--- config.mk ---
export PLATFORM = sky130hd
export DESIGN_NAME = uart_regif
export DESIGN_NICKNAME = d
export VERILOG_FILES = /design/src/rtl/uart_regif.sv
export SDC_FILE = /design/constraint.sdc
export NUM_CORES = 1
export LEC_CHECK = 0
export CAP_MARGIN = 20
export CORE_UTILIZATION = 38
export CTS_BUF_LIST = sky130_fd_sc_hd__clkbuf_8
export CTS_CLUSTER_SIZE = 12
export DETAILED_ROUTE_END_ITERATION = 10
export GPL_TIMING_DRIVEN = 0
export MAX_ROUTING_LAYER = met4
export PLACE_DENSITY = 0.75
export SLEW_MARGIN = 15
export SYNTH_ARGS = -nofsm -noshare
export SYNTH_HDL_FRONTEND = slang
export SYNTH_SLANG_ARGS = --single-unit
--- constraint.sdc ---
create_clock -name clk_i -period 1 [get_ports clk_i]
set_input_delay 0.1 -clock clk_i [delete_from_list [all_inputs] [get_ports clk_i]]
set_output_delay 0.1 -clock clk_i [all_outputs]
set_load 0.05 [all_outputs]
--- src/rtl/uart_regif.sv ---
// ---------------------------------------------------------------------------
// uart_regif -- register bank for the APB UART.
//
// Sits one stage behind the APB-to-memory bridge. It takes single-cycle
// memory requests and answers each one exactly one cycle later with
// mack_o/mrdata_o/mresp_o. It holds the control and baud configuration,
// pushes bytes into the TX FIFO, pops bytes from the RX FIFO, and combines
// the interrupt sources into irq_o.
//
// Register map (byte offsets, full address decode, word aligned):
//   0x00 CTRL    RW [4:0] {two_stop, parity_odd, parity_en, rx_en, tx_en}
//   0x04 CFG     RW clk_div[31:0]
//   0x08 STAT    R  {overrun, rx_empty, rx_full, tx_empty, tx_full}
//                W  bit 4 write-one-to-clear (overrun)
//   0x0C TXD     WO [7:0]  push into TX FIFO
//   0x10 RXD     RO [7:0]  pop from RX FIFO
//   0x14 INT_EN  RW [2:0] {overrun, rx_not_empty, tx_empty}
//   0x18 SCRATCH RW 32-bit, present only when UART_REGIF_SCRATCH_EN is defined
//
// Ports:
//   clk_i, arst_ni                 clock, asynchronous active-low reset
//   mreq_i/maddr_i/mwe_i/
//   mwdata_i/mstrb_i               memory request (one cycle per transaction)
//   mack_o/mrdata_o/mresp_o        response, registered, one cycle after mreq_i
//   ctrl_o, clk_div_o              configuration outputs
//   tx_data_o/tx_push_o,
//   tx_full_i/tx_empty_i           TX FIFO interface
//   rx_data_i/rx_pop_o,
//   rx_empty_i/rx_full_i           RX FIFO interface (show-ahead head)
//   rx_overrun_i                   overrun event pulse
//   irq_o                          registered interrupt
// ---------------------------------------------------------------------------
module uart_regif #(
  parameter int unsigned ADDR_WIDTH  = 32,
  parameter int unsigned DATA_WIDTH  = 32,
  parameter logic [31:0] CLK_DIV_RST = 32'd868
) (
  input  logic                  clk_i,
  input  logic                  arst_ni,
  input  logic                  mreq_i,
  input  logic [ADDR_WIDTH-1:0] maddr_i,
  input  logic                  mwe_i,
  input  logic [DATA_WIDTH-1:0] mwdata_i,
  input  logic [3:0]            mstrb_i,
  output logic                  mack_o,
  output logic [DATA_WIDTH-1:0] mrdata_o,
  output logic                  mresp_o,
  output logic [4:0]            ctrl_o,
  output logic [31:0]           clk_div_o,
  output logic [7:0]            tx_data_o,
  output logic                  tx_push_o,
  input  logic                  tx_full_i,
  input  logic                  tx_empty_i,
  input  logic [7:0]            rx_data_i,
  output logic                  rx_pop_o,
  input  logic                  rx_empty_i,
  input  logic                  rx_full_i,
  input  logic                  rx_overrun_i,
  output logic                  irq_o
);

  localparam logic [ADDR_WIDTH-1:0] ADDR_CTRL    = ADDR_WIDTH'(32'h00);
  localparam logic [ADDR_WIDTH-1:0] ADDR_CFG     = ADDR_WIDTH'(32'h04);
  localparam logic [ADDR_WIDTH-1:0] ADDR_STAT    = ADDR_WIDTH'(32'h08);
  localparam logic [ADDR_WIDTH-1:0] ADDR_TXD     = ADDR_WIDTH'(32'h0C);
  localparam logic [ADDR_WIDTH-1:0] ADDR_RXD     = ADDR_WIDTH'(32'h10);
  localparam logic [ADDR_WIDTH-1:0] ADDR_INT_EN  = ADDR_WIDTH'(32'h14);
`ifdef UART_REGIF_SCRATCH_EN
  localparam logic [ADDR_WIDTH-1:0] ADDR_SCRATCH = ADDR_WIDTH'(32'h18);
`endif

  // Replace each strobed byte of the old value with the matching write byte.
  function automatic logic [31:0] merge_strb(input logic [31:0] old_val,
                                             input logic [31:0] wdata,
                                             input logic [3:0]  strb);
    logic [31:0] res;
    res = old_val;
    for (int b = 0; b < 4; b++) begin
      if (strb[b]) res[b*8 +: 8] = wdata[b*8 +: 8];
    end
    return res;
  endfunction

  logic        mack_q,    mack_d;
  logic [31:0] mrdata_q,  mrdata_d;
  logic        mresp_q,   mresp_d;
  logic [4:0]  ctrl_q,    ctrl_d;
  logic [31:0] clk_div_q, clk_div_d;
  logic [2:0]  int_en_q,  int_en_d;
  logic        overrun_q, overrun_d;
  logic        irq_q,     irq_d;
  logic [7:0]  tx_data_q, tx_data_d;
  logic        tx_push_q, tx_push_d;
  logic        rx_pop_q,  rx_pop_d;
`ifdef UART_REGIF_SCRATCH_EN
  logic [31:0] scratch_q, scratch_d;
`endif

  logic        ovr_clr;
  logic [31:0] merged;

  always_comb begin
    // NOTE: every variable gets a default before any branch so no path
    // leaves it unassigned, which would otherwise infer a latch.
    mack_d    = mreq_i;
    mrdata_d  = '0;
    mresp_d   = 1'b0;
    ctrl_d    = ctrl_q;
    clk_div_d = clk_div_q;
    int_en_d  = int_en_q;
    tx_data_d = '0;
    tx_push_d = 1'b0;
    rx_pop_d  = 1'b0;
    ovr_clr   = 1'b0;
    merged    = '0;
`ifdef UART_REGIF_SCRATCH_EN
    scratch_d = scratch_q;
`endif

    if (mreq_i) begin
      // Offsets are all word aligned, so a misaligned address falls through
      // to the default arm and errors without side effects.
      case (maddr_i)
        ADDR_CTRL: begin
          merged = merge_strb({27'b0, ctrl_q}, mwdata_i, mstrb_i);
          if (mwe_i) ctrl_d = merged[4:0];
          else       mrdata_d = {27'b0, ctrl_q};
        end
        ADDR_CFG: begin
          merged = merge_strb(clk_div_q, mwdata_i, mstrb_i);
          if (mwe_i) clk_div_d = merged;
          else       mrdata_d  = clk_div_q;
        end
        ADDR_STAT: begin
          if (mwe_i) ovr_clr  = mstrb_i[0] & mwdata_i[4];
          else       mrdata_d = {27'b0, overrun_q, rx_empty_i, rx_full_i,
                                 tx_empty_i, tx_full_i};
        end
        ADDR_TXD: begin
          if (!mwe_i || tx_full_i || !mstrb_i[0]) begin
            mresp_d = 1'b1;
          end else begin
            tx_push_d = 1'b1;
            tx_data_d = mwdata_i[7:0];
          end
        end
        ADDR_RXD: begin
          if (mwe_i || rx_empty_i) begin
            mresp_d = 1'b1;
          end else begin
            rx_pop_d = 1'b1;
            mrdata_d = {24'b0, rx_data_i};
          end
        end
        ADDR_INT_EN: begin
          merged = merge_strb({29'b0, int_en_q}, mwdata_i, mstrb_i);
          if (mwe_i) int_en_d = merged[2:0];
          else       mrdata_d = {29'b0, int_en_q};
        end
`ifdef UART_REGIF_SCRATCH_EN
        ADDR_SCRATCH: begin
          merged = merge_strb(scratch_q, mwdata_i, mstrb_i);
          if (mwe_i) scratch_d = merged;
          else       mrdata_d  = scratch_q;
        end
`endif
        default: mresp_d = 1'b1;
      endcase
    end

    // A new overrun event in the same cycle as a clear keeps the flag set.
    overrun_d = rx_overrun_i | (overrun_q & ~ovr_clr);
    irq_d     = |(int_en_q & {overrun_q, ~rx_empty_i, tx_empty_i});
  end

  // NOTE: state registers use non-blocking assignments so every flop samples
  // the pre-edge values regardless of statement order.
  always_ff @(posedge clk_i or negedge arst_ni) begin
    if (!arst_ni) begin
      mack_q    <= 1'b0;
      mrdata_q  <= '0;
      mresp_q   <= 1'b0;
      ctrl_q    <= '0;
      clk_div_q <= CLK_DIV_RST;
      int_en_q  <= '0;
      overrun_q <= 1'b0;
      irq_q     <= 1'b0;
      tx_data_q <= '0;
      tx_push_q <= 1'b0;
      rx_pop_q  <= 1'b0;
`ifdef UART_REGIF_SCRATCH_EN
      scratch_q <= '0;
`endif
    end else begin
      mack_q    <= mack_d;
      mrdata_q  <= mrdata_d;
      mresp_q   <= mresp_d;
      ctrl_q    <= ctrl_d;
      clk_div_q <= clk_div_d;
      int_en_q  <= int_en_d;
      overrun_q <= overrun_d;
      irq_q     <= irq_d;
      tx_data_q <= tx_data_d;
      tx_push_q <= tx_push_d;
      rx_pop_q  <= rx_pop_d;
`ifdef UART_REGIF_SCRATCH_EN
      scratch_q <= scratch_d;
`endif
    end
  end

  assign mack_o    = mack_q;
  assign mrdata_o  = mrdata_q;
  assign mresp_o   = mresp_q;
  assign ctrl_o    = ctrl_q;
  assign clk_div_o = clk_div_q;
  assign tx_data_o = tx_data_q;
  assign tx_push_o = tx_push_q;
  assign rx_pop_o  = rx_pop_q;
  assign irq_o     = irq_q;

endmodule

=== After elaboration in Yosys (flattened, before gate mapping) ===
Index checks and enable logic that the tools add are counted.

* RAM bits: 0
* Bits of input ports: 85
* Register bits: 86
* Memories kept: 0
* Bits in latches: 0
* ROM bits: 0

* Equality and inequality tests: 5
* Reductions and logical operators: 14
* Divide/modulo/power cells: 0
* Bitwise logic cells: 6
* Order comparisons: 0
* $add $sub $neg: 0
* Mux-type cells: 23
* $mul: 0
* Shift-type cells: 0

{| class="wikitable"
|+ Operators with widths
! kind !! number
|-
| 32-bit case mux with 5 select lines || 1
|-
| 32-bit by 4-bit == test with 1-bit output, second input constant || 2
|-
| 32-bit by 5-bit == test with 1-bit output, second input constant || 2
|-
| 32-bit two-way mux || 2
|-
| 32-bit by 3-bit == test with 1-bit output, second input constant || 1
|-
| 32-bit zero test || 1
|-
| 8-bit two-way mux || 4
|-
| 4-bit AND reduction || 6
|-
| 1-bit two-way mux || 12
|-
| 5-bit two-way mux || 2
|-
| 4-bit OR reduction || 1
|-
| 3-bit AND || 1
|-
| 1-bit logical OR || 3
|-
| 3-bit two-way mux || 1
|-
| 1-bit case mux with 3 select lines || 1
|-
| 3-bit OR reduction || 1
|-
| 1-bit AND || 2
|-
| 1-bit zero test || 2
|-
| 1-bit NOT || 2
|-
| 1-bit bitwise OR || 1
|}

=== Longest topological paths before layout ===
* Depth after elaboration: 7
* Mapped depth: 6
* Gate-level depth less buffers: 4

=== Worst setup path before layout ===
Ideal clock, no wire load.

* Path type: input -> register
* From: in maddr_i[20]
* To: reg clk_div_q[0], in the netlist clk_div_o[0]
* Arrival time: 1.631 ns
* Buffers on the path: 0
* Stages on the path: 4
* Slack: -0.756 ns
* Setup time: 0.125 ns
* Data required time: 0.875 ns
* Cells stage by stage: nor4_4 -> nand4_4 -> nor4_4 -> mux2_4

* Cells in the longest elaborated chain, start to end: 2

{| class="wikitable"
|+ Ends and longest elaborated chain
! what !! line !! RTL
|-
| from (decl) || 41 || <nowiki>input logic [ADDR_WIDTH-1:0] maddr_i,</nowiki>
|-
| 32-bit by 3-bit == test with 1-bit output || 123 || <nowiki>case (maddr_i)</nowiki>
|-
| 4-bit AND reduction (no source line) || - ||
|-
| to (signal assigned) || 199 || <nowiki>clk_div_q <= clk_div_d;</nowiki>
|-
| to (decl) || 88 || <nowiki>logic [31:0] clk_div_q, clk_div_d;</nowiki>
|}

No other way between the ends.
A chain may end at the register's enable or synchronous reset.

=== Worst setup path after layout ===
* From: in maddr_i[6]
* To: reg clk_div_q[15], in the netlist clk_div_o[15]

Same word-level chain as after synthesis.

==> impl_results.rst <==
.. list-table::
   :header-rows: 1

   * - Metric
     - Value
   * - Area Overhead vs Synth
     - 86.5%
   * - Seq/Total Area, Yosys
     - 0.599
   * - Vias in the first global route
     - 3410
   * - Register clock-pin slew on the reported worst setup and hold paths
     - 0.08 ns
   * - Kind of critical path
     - in -> reg
   * - Number of DRC violations after detailed routing
     - 0
   * - Leakage component of the power
     - 3.23 nW
   * - Post-Synthesis Cell Area
     - 0.00360 mm²
   * - Top cell type's share of synthesized area
     - 0.563
   * - Post-route clock period utilization
     - 1.36
   * - Proportion of synthesized flip-flops having asynchronous set or reset
     - 1.00
   * - Final instance area
     - 0.00672 mm²
   * - Maximum VDD drop
     - 711 µV
   * - Crit. End Element
     - register
   * - Cell accounting for the most synthesized area
     - dfrtp_1
   * - Final GP Congestion
     - 0.914
   * - Status
     - finished with violations
   * - Synth unique cells
     - 41
   * - Combined global-route utilization of all metal layers
     - 0.240
   * - RR Startpoint
     - clk_div_o[1]$_DFFE_PN0P_
   * - Critical Path Source
     - maddr_i[6]
   * - Die Ht
     - 99.4 µm
   * - Ranking of synthesized cells by area
     - dfrtp_1 (56%), mux2_2 (11%), and2_1 (5.7%)
   * - Ports placed on the boundary
     - 167
   * - Layout cell share with drive strength beyond 1
     - 0.583
   * - Hold path endpoint
     - mack_o$_DFF_PN0_
   * - Port Buffers
     - 166
   * - Wire per inst
     - 18.4 µm
   * - Total nets after synthesis
     - 343
   * - Worst r2r path cells
     - 3
   * - Worst hold slack
     - 0.102 ns
   * - Violations in the final reports
     - setup timing
   * - Count of placed standard cells including taps
     - 536
   * - Pin count of the biggest net entering global routing
     - 51
   * - TritonCTS clock tree
     - done
   * - Post-synthesis cell count
     - 258
   * - Maximum net fanout on the critical path
     - 7
   * - Fin nets
     - 579
   * - Clock tree root buffer cell
     - clkbuf_8
   * - DRT iter0 DRCs
     - 115
   * - Max-Slew Margin vs Limit
     - 0.699
   * - Max-cap violations
     - 0
   * - Total cell area at the placement stage
     - 0.00551 mm²
   * - Count of placed standard cells in the final layout, fillers left out
     - 612
   * - Synthesized area per cell
     - 14.0 µm²
   * - Final hold viol count
     - 0
   * - Total of flip-flops plus latches after synthesis
     - 86
   * - Detailed Route WL
     - 11300 µm
   * - Worst reg2reg path endpoint
     - mrdata_o[1]$_DFF_PN0_
   * - Fmax achieved
     - 736 MHz
   * - Core outline area
     - 0.00920 mm²
   * - Total clock sinks
     - 86
   * - Clock Latency Late Sink
     - 0.35 ns
   * - Maximum root-to-sink buffer count
     - 2
   * - Number of enable-type register cells in the synthesized netlist
     - 0
   * - Global route overflow
     - 0
   * - Final setup slack of the worst path
     - -0.359 ns
   * - Worst clock skew
     - 0.0156 ns
   * - Average vias per placed instance
     - 5.11
   * - Origin of the worst min-delay path
     - mreq_i
   * - Total power consumption of the routed design
     - 0.00702 W
   * - Most common cell in the synthesized netlist
     - dfrtp_1
   * - Antenna violations before repair
     - 2
   * - Critical Path Source Type
     - input pin
   * - Class of the most critical hold timing path
     - in -> reg
   * - Finished Core Util
     - 0.731
   * - Cell depth of the worst min-delay path
     - 1
   * - Main flop type after synthesis
     - dfrtp_1
   * - Remaining number of nets flagged by the antenna check after routing
     - 0
   * - Unrepaired setup endpoints after global routing
     - true
   * - Area of the die
     - 0.00988 mm²
   * - Placed wire-length estimate after detailed placement
     - 7420 µm
   * - Setup-violating endpoint count in the final report
     - 113
   * - Worst Path Required
     - 1.23 ns
   * - Global-route wire length before repair
     - 17700 µm
   * - Max Slew Vio Count
     - 0
   * - Floorplan die width
     - 99.4 µm
   * - Post-layout minimum cycle time
     - 1.36 ns
   * - Power density relative to cell area
     - 1050 mW/mm²
   * - Count of filler cells inserted in the layout
     - 584
   * - Maximum level of the CTS H-tree
     - 3
   * - Initial cell density of the core
     - 0.392
   * - Slew of the pin with the lowest slew margin
     - 0.452 ns
   * - Flop-to-flop setup slack
     - -0.17 ns
   * - TritonCTS Buffers
     - 9
   * - Number of optimization iterations in the first detailed-route pass
     - 4
   * - Top cells by count, synth
     - dfrtp_1 (81), mux2_2 (35), and2_1 (33)
   * - Standard-cell rows
     - 35
   * - Via count
     - 3125
   * - Synth warn
     - 0
   * - Arr. time, crit path
     - 1.58 ns
## routing by layer
| metal | global-route usage | vias to the layer above | routed length [µm] |
|---|---|---|---|
| met3 | 0.0358 | 24 | 496 |
| met5 | - | - | 0 |
| li1 | - | 1411 | - |
| met2 | 0.409 | 133 | 5940 |
| met4 | 0.103 | 0 | 344 |
| met1 | 0.285 | 1557 | 4500 |
## kinds of logic (layout without fill, tap and decap cells)
family          after synthesis  in the layout  share of synthesized area
buf+inv                       9            250                    0.00938
simple gates                 95             95                      0.198
compound gates               25             25                     0.0507
other cells                   0              2                          0
mux                          43             43                      0.143
flops                        86             86                      0.599
## cells in the final DEF (no fill, tap or decap), drive strengths merged, types with 4 or more instances in the layout
| cell | n |
|---|---|
| a21oi | 6 |
| a22oi | 5 |
| a32oi | 4 |
| and2 | 34 |
| buf | 174 |
| clkbuf | 11 |
| clkdlybuf4s15 | 6 |
| clkdlybuf4s50 | 47 |
| dfrtp | 81 |
| dfstp | 5 |
| inv | 5 |
| mux2 | 43 |
| nand2 | 8 |
| nand3 | 5 |
| nand4 | 6 |
| nor2 | 5 |
| nor3 | 7 |
| nor4 | 13 |
## final cells by class
cell class              instances  area [µm²]  area share
multi-input cells             163        1780       0.265
plain buffers                   6        77.6      0.0115
diodes                          2        5.00    0.000745
inverters                       2        7.51     0.00112
well taps                     111         139      0.0207
flip-flops and latches         86        2160       0.321
clock inverters                 7         114      0.0169
clock buffers                   9         124      0.0184
repair buffers                226        2320       0.345
## worst max-delay path, cell delays in order
cell     delay, ns
buf_6         0.10
nor4_4        0.24
buf_4         0.18
nand4_1       0.12
buf_6         0.16
nor3_4        0.22
buf_12        0.17
mux2_4        0.30
## where the power goes
part	switching, W	internal, W
registers	0.00000217	0.00348
logic	0.000289	0.000348
clock network	0.00125	0.00165
## registers in the layout (all words and copies together) (netlist names)
signal,flops
mack_o,1
overrun_q,1
ctrl_o,5
mresp_o,1
rx_pop_o,1
tx_data_o,8
irq_o,1
mrdata_o,32
tx_push_o,1
int_en_q,3
clk_div_o,32
## timing repair
action / 4_1_cts / 5_1_grt
endpoints found under the hold margin: 35 / 0
hold buffers: 1 / 0
buffers inserted: 46 / 9
setup endpoints to repair: 166 / 186
pin swaps: 32 / 21
cloned: 2 / 1
resized for setup: 786 / 32
## metrics by stage
| step | worst slack [ns] | setup TNS [ns] |
|---|---|---|
| after global placement | -3.21 | -402.32 |
| after CTS | -0.365 | -22.38 |
| final | -0.359 | -22.93 |
| after floorplan | -0.696 | -40.81 |
| after detailed placement | -1.64 | -133.16 |
| after global routing | -0.420 | -29.04 |
## worst max path at each step
stage | end | slack, ns | cells past startpoint
3_5_place_dp | clk_div_o[1]$_DFFE_PN0P_ | -1.64 | 5
3_3_place_gp | mrdata_o[19]$_DFF_PN0_ | -3.21 | 1
5_1_grt | clk_div_o[15]$_DFFE_PN0P_ | -0.42 | 8
6_report | clk_div_o[15]$_DFFE_PN0P_ | -0.36 | 8
2_1_floorplan | int_en_q[0]$_DFFE_PN0P_ | -0.70 | 5
4_1_cts | clk_div_o[15]$_DFFE_PN0P_ | -0.36 | 7
Note: power is estimated with default switching activity, not from simulation.
